**src/rtl/mux7_rr_scheduler_if.sv**
```systemverilog
// Requester/mux-select bundle for the 7-way round-robin scheduler.
// The scheduler sits on the slave side; requesters drive the master side.
interface mux7_rr_scheduler_if;
  logic [6:0] req;
  logic       rel;
  logic [2:0] sel;
  logic [6:0] grant;
  logic       sel_valid;
  logic       timeout;

  modport master (
    output req,
    output rel,
    input  sel,
    input  grant,
    input  sel_valid,
    input  timeout
  );

  modport slave (
    input  req,
    input  rel,
    output sel,
    output grant,
    output sel_valid,
    output timeout
  );
endinterface

```
**src/rtl/mux7_rr_scheduler.sv**
```systemverilog
// Round-robin owner scheduler for a shared 7-to-1 mux datapath.
// One owner at a time, held until release, request drop or hold expiry.
module mux7_rr_scheduler #(
  parameter int MAX_HOLD = 8,
  parameter int CNT_W    = 4
) (
  input  logic                 clock,
  input  logic                 reset,
  mux7_rr_scheduler_if.slave   bus
);

  typedef enum logic {
    IDLE,
    GRANT
  } state_t;

  state_t             state_q, state_d;
  logic [2:0]         ptr_q, ptr_d;
  logic [CNT_W-1:0]   hold_cnt_q, hold_cnt_d;
  logic [2:0]         sel_q, sel_d;
  logic [6:0]         grant_q, grant_d;
  logic               sel_valid_q, sel_valid_d;
  logic               timeout_q, timeout_d;

  logic               found;
  logic [2:0]         pick;
  logic [3:0]         cand;
  logic               own_req;
  logic               hold_done;

  // Descending scan so the last hit is the one closest to ptr.
  always_comb begin
    found = 1'b0;
    pick  = 3'd0;
    cand  = 4'd0;
    for (int k = 6; k >= 0; k--) begin
      cand = {1'b0, ptr_q} + 4'(k);
      if (cand >= 4'd7) cand = cand - 4'd7;
      if (bus.req[cand[2:0]]) begin
        found = 1'b1;
        pick  = cand[2:0];
      end
    end
  end

  assign own_req   = bus.req[sel_q];
  assign hold_done = (hold_cnt_q == CNT_W'(MAX_HOLD));

  always_comb begin
    state_d     = state_q;
    ptr_d       = ptr_q;
    hold_cnt_d  = hold_cnt_q;
    sel_d       = sel_q;
    grant_d     = grant_q;
    sel_valid_d = sel_valid_q;
    timeout_d   = 1'b0;
    unique case (state_q)
      IDLE: begin
        if (found) begin
          state_d     = GRANT;
          sel_d       = pick;
          grant_d     = 7'(1) << pick;
          sel_valid_d = 1'b1;
          hold_cnt_d  = CNT_W'(1);
        end
      end
      GRANT: begin
        if (bus.rel || !own_req || hold_done) begin
          state_d     = IDLE;
          sel_d       = 3'b111;
          grant_d     = 7'd0;
          sel_valid_d = 1'b0;
          hold_cnt_d  = '0;
          ptr_d       = (sel_q == 3'd6) ? 3'd0 : sel_q + 3'd1;
          timeout_d   = !bus.rel && own_req;
        end else begin
          hold_cnt_d = hold_cnt_q + CNT_W'(1);
        end
      end
      default: state_d = IDLE;
    endcase
  end

  always_ff @(posedge clock or posedge reset) begin
    if (reset) begin
      state_q     <= IDLE;
      ptr_q       <= 3'd0;
      hold_cnt_q  <= '0;
      sel_q       <= 3'b111;
      grant_q     <= 7'd0;
      sel_valid_q <= 1'b0;
      timeout_q   <= 1'b0;
    end else begin
      state_q     <= state_d;
      ptr_q       <= ptr_d;
      hold_cnt_q  <= hold_cnt_d;
      sel_q       <= sel_d;
      grant_q     <= grant_d;
      sel_valid_q <= sel_valid_d;
      timeout_q   <= timeout_d;
    end
  end

  assign bus.sel       = sel_q;
  assign bus.grant     = grant_q;
  assign bus.sel_valid = sel_valid_q;
  assign bus.timeout   = timeout_q;

endmodule

```
**src/flat_wrapper.sv**
```systemverilog
// flat-port wrapper written by rule: the top's interface ports become plain ports
module mux7_rr_scheduler_flat 
#(
  parameter int MAX_HOLD = 8,
  parameter int CNT_W    = 4
)
  (clock, reset, bus_req, bus_rel, bus_sel, bus_grant, bus_sel_valid, bus_timeout);
  mux7_rr_scheduler_if bus_i ();
  input  logic clock;
  input  logic reset;
  input wire logic [$bits(bus_i.req)-1:0] bus_req;
  input wire logic [$bits(bus_i.rel)-1:0] bus_rel;
  output wire logic [$bits(bus_i.sel)-1:0] bus_sel;
  output wire logic [$bits(bus_i.grant)-1:0] bus_grant;
  output wire logic [$bits(bus_i.sel_valid)-1:0] bus_sel_valid;
  output wire logic [$bits(bus_i.timeout)-1:0] bus_timeout;
  assign bus_i.req = bus_req;
  assign bus_i.rel = bus_rel;
  assign bus_sel = bus_i.sel;
  assign bus_grant = bus_i.grant;
  assign bus_sel_valid = bus_i.sel_valid;
  assign bus_timeout = bus_i.timeout;
  mux7_rr_scheduler #(.MAX_HOLD(MAX_HOLD), .CNT_W(CNT_W)) u_core (.clock(clock), .reset(reset), .bus(bus_i));
endmodule
```
**config.mk**
```make
export PLATFORM = sky130hd
export DESIGN_NAME = mux7_rr_scheduler_flat
export DESIGN_NICKNAME = d
export VERILOG_FILES = /design/src/rtl/mux7_rr_scheduler_if.sv /design/src/rtl/mux7_rr_scheduler.sv /design/src/flat_wrapper.sv
export SDC_FILE = /design/constraint.sdc
export NUM_CORES = 1
export LEC_CHECK = 0
export ABC_AREA = 1
export BUFFER_PORTS_ARGS = -buffer_cell sky130_fd_sc_hd__buf_2
export CORE_ASPECT_RATIO = 0.6
export CORE_MARGIN = 5
export CORE_UTILIZATION = 39
export CTS_CLUSTER_DIAMETER = 30
export DETAILED_ROUTE_END_ITERATION = 6
export PLACE_DENSITY = 0.61
export SLEW_MARGIN = 0
export SYNTH_ARGS = -nofsm -noshare
export SYNTH_HDL_FRONTEND = slang
export SYNTH_SLANG_ARGS = --single-unit
```
**constraint.sdc**
```tcl
create_clock -name clock -period 6.4 [get_ports clock]
set_input_delay 0.32 -clock clock [delete_from_list [all_inputs] [get_ports clock]]
set_output_delay 0.32 -clock clock [all_outputs]
set_load 0.05 [all_outputs]
```
After elaboration in Yosys (flattened, before gate mapping)
Index checks and enable logic that the tools add are counted.

Add/subtract/negate cells: 15. Order comparisons: 15. Eq/ne operators: 4. Shifts and indexed selects: 1. Mux-type cells: 55. Bitwise operators: 1. Reductions and logical operators: 7.

Operators with widths (number): 3-bit 2-to-1 mux (17); 3-bit by 4-bit less-than comparator with 1-bit output (second input constant) (8); 1-bit binary-select mux with 3-bit select (8); 4-bit by 3-bit greater-or-equal comparator with 1-bit output (second input constant) (6); 1-bit 2-to-1 mux (21); 3-bit subtractor (second input constant) (7); 7-bit 2-to-1 mux (2); 7-bit one-hot mux with 2 select lines (1); 3-bit by 3-bit adder with 4-bit output (second input constant) (3); 3-bit by 2-bit adder with 4-bit output (second input constant) (2); 4-bit 2-to-1 mux (2); 4-bit one-hot mux with 2 select lines (1); 1-bit by 3-bit << shifter with 7-bit output (first input constant) (1); 3-bit one-hot mux with 2 select lines (1); 3-bit by 1-bit adder with 4-bit output (second input constant) (1); 4-bit by 1-bit adder with 4-bit output (second input constant) (1); 4-bit equality test (second input constant) (1); 1-bit one-hot mux with 2 select lines (2); 2-bit AND reduction (2); 3-bit by 1-bit adder with 3-bit output (second input constant) (1); 3-bit equality test (second input constant) (1); 3-bit greater-or-equal comparator (second input constant) (1); 1-bit logical NOT (2); 1-bit logical OR (2); 4 further kinds (4).

Bits in registers: 20. Output and inout port bits: 12. Logic and storage cells: 105.

Depth between registers and ports, before layout
Gate-level depths: netlist (run 1).

Depth after elaboration: 15. Mapped depth: 23. Gate-level depth less buffers: 23.

Worst setup path after synthesis (run 1)
OpenSTA, ideal clock, no wires.

Path kind: register to register. From: register u_core.ptr_q[1]. To: register u_core.sel_q[1], in the netlist u_core.bus.sel[1]. Data arrival time: 2726 ps. Required time: 6326 ps. Slack: 3601 ps. Stages on the path, launching flop included: 19. Clock period less this slack: 2799 ps. Path through: dfrtp_1 > inv_1 > ha_1 > inv_1 > fa_1 > o21ai_1 > o211ai_1 > nand2_1 > nor2_1 > nor2_4 > nand3_2 > nor2_4 > nand2_4 > nand2_8 > nand2_4 > inv_4 > nand2_2 > o21ai_2 > inv_2.

Longest elaborated chain between the ends: 14.

Ends and longest elaborated chain: from (decl) (line mux7_rr_scheduler.sv:18) `logic [2:0] ptr_q, ptr_d;`; from (signal assigned) (line mux7_rr_scheduler.sv:95) `ptr_q <= ptr_d;`; 3-bit by 3-bit adder with 4-bit output (line mux7_rr_scheduler.sv:37) `cand = {1'b0, ptr_q} + 4'(k);`; 4-bit by 3-bit greater-or-equal comparator with 1-bit output / 3-bit subtractor (equally long branches) (line mux7_rr_scheduler.sv:38) `if (cand >= 4'd7) cand = cand - 4'd7;`; 3-bit 2-to-1 mux (line mux7_rr_scheduler.sv:38); 1-bit binary-select mux with 3-bit select (line mux7_rr_scheduler.sv:39) `if (bus.req[cand[2:0]]) begin`; 1-bit 2-to-1 mux (not written as such) (line mux7_rr_scheduler.sv:39); 3-bit 2-to-1 mux / 1-bit 2-to-1 mux (equally long branches) (7 in series) (line mux7_rr_scheduler.sv:39); 3-bit 2-to-1 mux / 2-bit by 1-bit inequality test with 1-bit output (equally long branches); 3-bit one-hot mux with 2 select lines / 2-bit AND reduction (equally long branches); to (signal assigned) (line mux7_rr_scheduler.sv:97) `sel_q <= sel_d;`; to (decl) (line mux7_rr_scheduler.sv:20) `logic [2:0] sel_q, sel_d;`.

Several ways; a longest one is shown, not always the timed one. The select of a mux whose other input is x is not followed. A chain may end at the register's enable or synchronous reset.

Worst setup path in the final report (run 1)
From: register u_core.ptr_q[0]. To: register u_core.sel_q[1], in the netlist u_core.bus.sel[1].

Same word-level chain as after synthesis.

==> impl_metrics.py, run 1 <==
metrics = {
    "run_status": {
        "status": "finished clean",
    },
    "critical_path": {
        "path_class": "register to register",
        "worstPathCellList": "buf_4, inv_2, ha_1, inv_2, o21ai_1, inv_1, o21ai_1, o21ai_1, nand3_1, nand2_1, inv_1, nand3_2, nor2_4, nand2_4, nand2_8, nand2_4, inv_4, nand2_2, o21ai_2, inv_2",
        "critPathRequiredTime_ns": 6.60,
        "critPathLaunchType": "register",
        "critPathSlowestCell": "ha_1",
        "critical_path.max_stage_delay_ns": 0.56,
        "critical_path.endpoint_type": "register",
        "path_max_fanout": 20,
        "arrival_ns": 3.39,
    },
    "layout": {
        "fin_nets": 422,
        "finalNonFillerCells": 481,
        "syn_to_final_growth_pct": 8.99,
        "n_antenna_cell": 0,
        "regArea_um2": 504,
        "final.fill_count": 634,
        "fin_area_um2": 2710,
        "drive_gt1_frac": 0.222,
        "multi_input_area_um2": 1740,
    },
    "clock_tree": {
        "cts_tree": "yes",
        "numCtsBuffers": 3,
        "clk_pin_slew_ns": 0.08,
        "cts_hold_buf": 0,
        "cts.sinks": 20,
        "cts_max_level": 1,
        "clk-insertion-delay-late_ns": 0.26,
        "cts_resized": 0,
        "max-clock-path-buffers": 2,
        "cts_setup_buffers": 0,
        "cts_root_buf": "clkbuf_8",
    },
    "placement": {
        "dp_hpwl_um": 5610,
        "place.gp.congestion": 1.02,
        "dpl.cell_count": 477,
        "io_buffers": 21,
        "place_ws_ns": 3.22,
        "placed_cell_area_um2": 2670,
    },
    "detailed_routing": {
        "route.detailed.drc": 0,
        "first_pass_iters": 5,
        "avgViaCountPerCell": 5.12,
        "ant_nets": 0,
        "postRouteWirelength_um": 6790,
        "wl_per_cell_um": 14.1,
        "vias": 2464,
        "drt_iter0_drc": 258,
    },
    "floorplan": {
        "io_pins": 22,
        "dieArea_um2": 8130,
        "die_height_um": 71.9,
        "start_util": 0.404,
        "rows": 22,
        "coreArea_um2": 6170,
        "die_x_um": 113,
    },
    "synth": {
        "yosys.area.top_type_share": 0.173,
        "yosysMostFrequentCell": "nand2_1",
        "ys_ff_latch": 20,
        "synth_edf_count": 0,
        "ys.flop_type": "dfrtp_1",
        "synth_nets": 398,
        "async_flop_share": 1.00,
        "ys_warn_count": 0,
        "ys_seq_area_frac": 0.203,
        "synth_area_leaders": "nand2_1, dfrtp_1, nand3_1",
        "netlist_instances": 374,
        "avgSynthCellArea_um2": 6.66,
        "synth.distinct_cells": 42,
        "synth_top_area_cell": "nand2_1",
        "synth_area_um2": 2490,
        "netlist_top_cells_count": "nand2_1, nand3_1, inv_1",
    },
    "run": {
        "drv_cap": 0,
    },
    "grt": {
        "grt_first_pass_wirelength_um": 11500,
        "grt_max_degree": 21,
        "track_usage": 0.174,
        "first_global_vias": 2256,
        "antenna_found_initial": 0,
        "overflow": 0,
    },
    "timing": {
        "finalMaxSlewViolations": 0,
        "slew_headroom": 0.477,
        "rsz0062_at_grt": "false",
        "max_freq_mhz": 313,
        "fin_crit_sh": 0.499,
        "max_slew.worst_pin.slew_ns": 0.784,
        "setup_tns_ns": 0,
        "finalHoldViolations": 0,
        "layout_setup_ws_ns": 3.21,
        "skew_ns": 0.00764,
        "fin_crit_ns": 3.19,
        "finalSetupViolations": 0,
    },
    "worst_hold_path": {
        "hp-class": "primary input to asynchronous set/reset pin",
    },
}
==> worst max-delay path, delay by kind of cell (launching register included) <==
kind,cells,cell delay (ns)
simple gates,8,0.71
flops,1,0.33
compound gates,4,0.45
buf+inv,7,1.07
fa+ha+maj,1,0.56
==> logic make-up after synthesis <==
family / after synthesis / share of synthesized area
AOI/OAI and AO/OA: 55 / 0.153
adders and majority gates: 14 / 0.0734
buffers and inverters: 57 / 0.0980
DFF: 20 / 0.203
and+or+nand+nor: 221 / 0.435
xor gates and xnor gates: 7 / 0.0382
==> worst paths after layout <==
check | startpoint | end | slack [ns] | cells past startpoint
worst min register to register | u_core.bus.sel_valid | u_core.bus.sel_valid | 0.48 | 2
worst min-delay path | reset | u_core.bus.grant[1] | 0.20 | 2
max in group asynchronous | reset | u_core.hold_cnt_q[1] | 5.71 | 2
worst max register to register | u_core.ptr_q[0] | u_core.bus.sel[1] | 3.21 | 20
min in group clock | bus_rel | u_core.bus.timeout | 0.34 | 4
worst max-delay path | u_core.ptr_q[0] | u_core.bus.sel[1] | 3.21 | 20
==> sequential cells by signal (all words and copies together), names as in the netlist <==
register / flops
u_core.hold_cnt_q: 4
u_core.ptr_q: 3
u_core.state_q: 1
u_core.bus.sel_valid: 1
u_core.bus.sel: 3
u_core.bus.timeout: 1
u_core.bus.grant: 7
==> cell type report <==
type / count / share of cell area
tap: 84 / 0.0387
clock buffer: 4 / 0.0166
multi-input combinational: 297 / 0.642
inverter: 54 / 0.0756
timing repair buffer: 22 / 0.0415
sequential: 20 / 0.186
==> stage by stage <==
stage          hold slack, ns  utilization
2_1_floorplan           0.282            -
3_3_place_gp            0.466        0.433
3_5_place_dp            0.457        0.433
4_1_cts                 0.229        0.440
5_1_grt                 0.289        0.440
6_report                0.196        0.440
==> layer usage <==
layer | GRT usage | part of all wire | vias to the layer above
met2 | 0.224 | 0.35 | 100
li1 | - | - | 1265
met1 | 0.296 | 0.56 | 1093
met3 | 0.0333 | 0.086 | 6
met5 | 0 | 0 | -
met4 | 0.0160 | 0.0056 | 0
==> layout by cell type, fill, tap and decap left out, types with 2 or more instances in the layout <==
cell type	count
nor2_4	3
o22ai_1	5
ha_1	13
o21ai_2	4
nand3b_1	3
inv_2	12
a21oi_4	3
inv_1	41
dfstp_2	3
o211ai_1	7
dfrtp_1	17
o21ai_0	13
nand2_2	16
nor2_1	22
xnor2_1	3
clkbuf_8	3
nand3_1	46
o21ai_1	11
nand3_2	2
a21oi_2	4
nand2_4	6
buf_2	21
nand4_1	2
nand2_1	115
a21oi_1	4
Power of run 1 is not shown: default switching activity piles up to over one toggle a cycle in this logic, so the estimate is an artifact.
==> run 2, diff against run 1 <==
==> constraint.sdc (replaced) <==
create_clock -name clock -period 3.25 [get_ports clock]
set_input_delay 0.1625 -clock clock [delete_from_list [all_inputs] [get_ports clock]]
set_output_delay 0.1625 -clock clock [all_outputs]
set_load 0.05 [all_outputs]
==> run 2 against run 1 <==
  * Worst setup slack got worse by 2.9 ns
  * First-iteration DRC count shrank 17%
  * Register-to-register slack worse by 2.9 ns
  * Non-clock buffer count up 5
  * Via count grew 1.5%
  * Design area increased by 1.8%
  * Die area stayed put
  * Worst hold slack got worse by 0.16 ns
  * Clock skew down 0.0060 ns
  * Sequential cell count unchanged
  * Sequential share of layout area decreased by 0.19 points
  * Critical path depth stayed put
  * Critical path type unchanged
  * Highest routed layer unchanged
==> impl_metrics.py, run 2 (synthesis results as in run 1) <==
metrics = {
    "clock_tree": {
        "cts_max_level": 1,
        "max-clock-path-buffers": 2,
        "cts.sinks": 20,
        "clk_pin_slew_ns": 0.08,
        "clk-insertion-delay-late_ns": 0.26,
        "numCtsBuffers": 3,
        "cts_root_buf": "clkbuf_8",
        "cts_tree": "yes",
    },
    "detailed_routing": {
        "vias": 2502,
        "first_pass_iters": 6,
        "wl_per_cell_um": 14.5,
        "postRouteWirelength_um": 7030,
        "ant_nets": 0,
        "avgViaCountPerCell": 5.15,
        "drt_iter0_drc": 214,
        "route.detailed.drc": 0,
    },
    "timing": {
        "fin_crit_sh": 0.915,
        "max_freq_mhz": 336,
        "max_slew.worst_pin.slew_ns": 0.780,
        "fin_crit_ns": 2.97,
        "skew_ns": 0.00168,
        "finalSetupViolations": 0,
        "finalHoldViolations": 0,
        "slew_headroom": 0.479,
        "finalMaxSlewViolations": 0,
    },
    "floorplan": {
        "dieArea_um2": 8130,
        "die_height_um": 71.9,
        "coreArea_um2": 6170,
        "start_util": 0.404,
        "die_x_um": 113,
        "io_pins": 22,
        "rows": 22,
    },
    "layout": {
        "largest_reg_flops": 7,
        "layout_common_cells": "nand2_1, nand3_1, inv_1",
        "final_util": 0.448,
        "n_antenna_cell": 0,
        "final_common_cell": "nand2_1",
        "multi_input_area_um2": 1750,
        "fin_nets": 427,
        "final.fill_count": 644,
        "drive_gt1_frac": 0.246,
        "syn_to_final_growth_pct": 11.0,
        "regArea_um2": 508,
    },
    "critical_path": {
        "rrSetupSlack_ns": 0.28,
        "critPathRequiredTime_ns": 3.45,
        "worst_path_most_repeated_cell": "inv_2",
        "worstSetupEndpoint": "u_core.bus.sel[1]",
        "worstPathCellList": "inv_2, ha_1, inv_1, fa_1, xnor2_4, nand2_1, nand3_1, o31ai_1, nand2_1, inv_2, nor2_4, nand3_2, nor2_4, nand2_4, nand2_8, nand2_4, inv_4, nand2_2, o21ai_2, inv_2",
        "critPathLaunchType": "register",
        "critical_path.max_stage_delay_ns": 0.51,
        "arrival_ns": 3.17,
        "critPathBufInv": 5,
        "path_class": "register to register",
        "critPathSlowestCell": "fa_1",
        "rr_worst_depth": 20,
        "critical_path.endpoint_type": "register",
        "path_max_fanout": 9,
        "cp_top_family": "simple AND/OR/NAND/NOR gates",
        "cp.depth": 20,
        "r2r_end": "u_core.bus.sel[1]",
        "timing.rr.start": "u_core.ptr_q[1]",
        "startpoint": "u_core.ptr_q[1]",
    },
    "grt": {
        "antenna_found_initial": 0,
        "grt_first_pass_wirelength_um": 11700,
        "track_usage": 0.178,
        "grt_max_degree": 21,
        "first_global_vias": 2236,
        "overflow": 0,
    },
    "run": {
        "drv_cap": 0,
    },
    "worst_hold_path": {
        "hp-class": "primary input to asynchronous set/reset pin",
    },
    "placement": {
        "place.gp.congestion": 0.922,
        "dp_hpwl_um": 5800,
        "io_buffers": 21,
    },
    "run_status": {
        "status": "finished clean",
    },
}
==> run 2: layout make-up <==
| class | instances | area share |
|---|---|---|
| flip-flops and latches | 20 | 0.184 |
| multi-input cells | 297 | 0.632 |
| repair buffers | 27 | 0.0543 |
| clock buffers | 4 | 0.0163 |
| well taps | 84 | 0.0380 |
| inverters | 54 | 0.0756 |
==> run 2: timing repair <==
item / CTS / global route
hold buffers: 0 / 0
resized for setup: 0 / 7
setup buffers: 0 / 2
setup endpoints to repair: 0 / 11
==> run 2: stage by stage <==
stage	instance area, um2	hold slack [ns]	setup WS [ns]	setup TNS, ns	instances
after global placement	2690	0.346	0.207	0	480
final	2760	0.0363	0.276	0	486
after detailed placement	2690	0.350	0.179	0	480
after global routing	2760	0.109	-0.0191	-0.0241	486
after CTS	2740	0.0620	0.148	0	484
after floorplan	2490	0.124	0.451	0	374
==> run 2: per-layer routing <==
layer  share of wire  GRT usage  vias up
li1                -          -     1265
met3           0.092     0.0450        6
met4          0.0063     0.0213        0
met2            0.35      0.221       96
met1            0.55      0.302     1135
met5               0          0        -
==> run 2: worst min path at each step <==
| stage | start | slack (ns) | end | cells after the start |
|---|---|---|---|---|
| finish | reset | 0.04 | u_core.bus.grant[2] | 2 |
| global placement | reset | 0.35 | u_core.bus.grant[2] | 2 |
| floorplan | reset | 0.12 | u_core.bus.grant[0] | 1 |
| CTS | reset | 0.06 | u_core.bus.grant[3] | 2 |
| detailed placement | reset | 0.35 | u_core.bus.grant[1] | 2 |
| global route | reset | 0.11 | u_core.bus.grant[0] | 2 |
==> run 2: worst reg2reg max path: stages (launching register included) <==
cell	delay, ns
dfrtp_2	0.48
inv_2	0.14
ha_1	0.19
inv_1	0.06
fa_1	0.51
xnor2_4	0.28
nand2_1	0.08
nand3_1	0.08
o31ai_1	0.06
nand2_1	0.08
inv_2	0.06
nor2_4	0.14
nand3_2	0.11
nor2_4	0.13
nand2_4	0.08
nand2_8	0.10
nand2_4	0.07
inv_4	0.10
nand2_2	0.06
o21ai_2	0.06
inv_2	0.04
Power of run 2 is left out for the same reason.
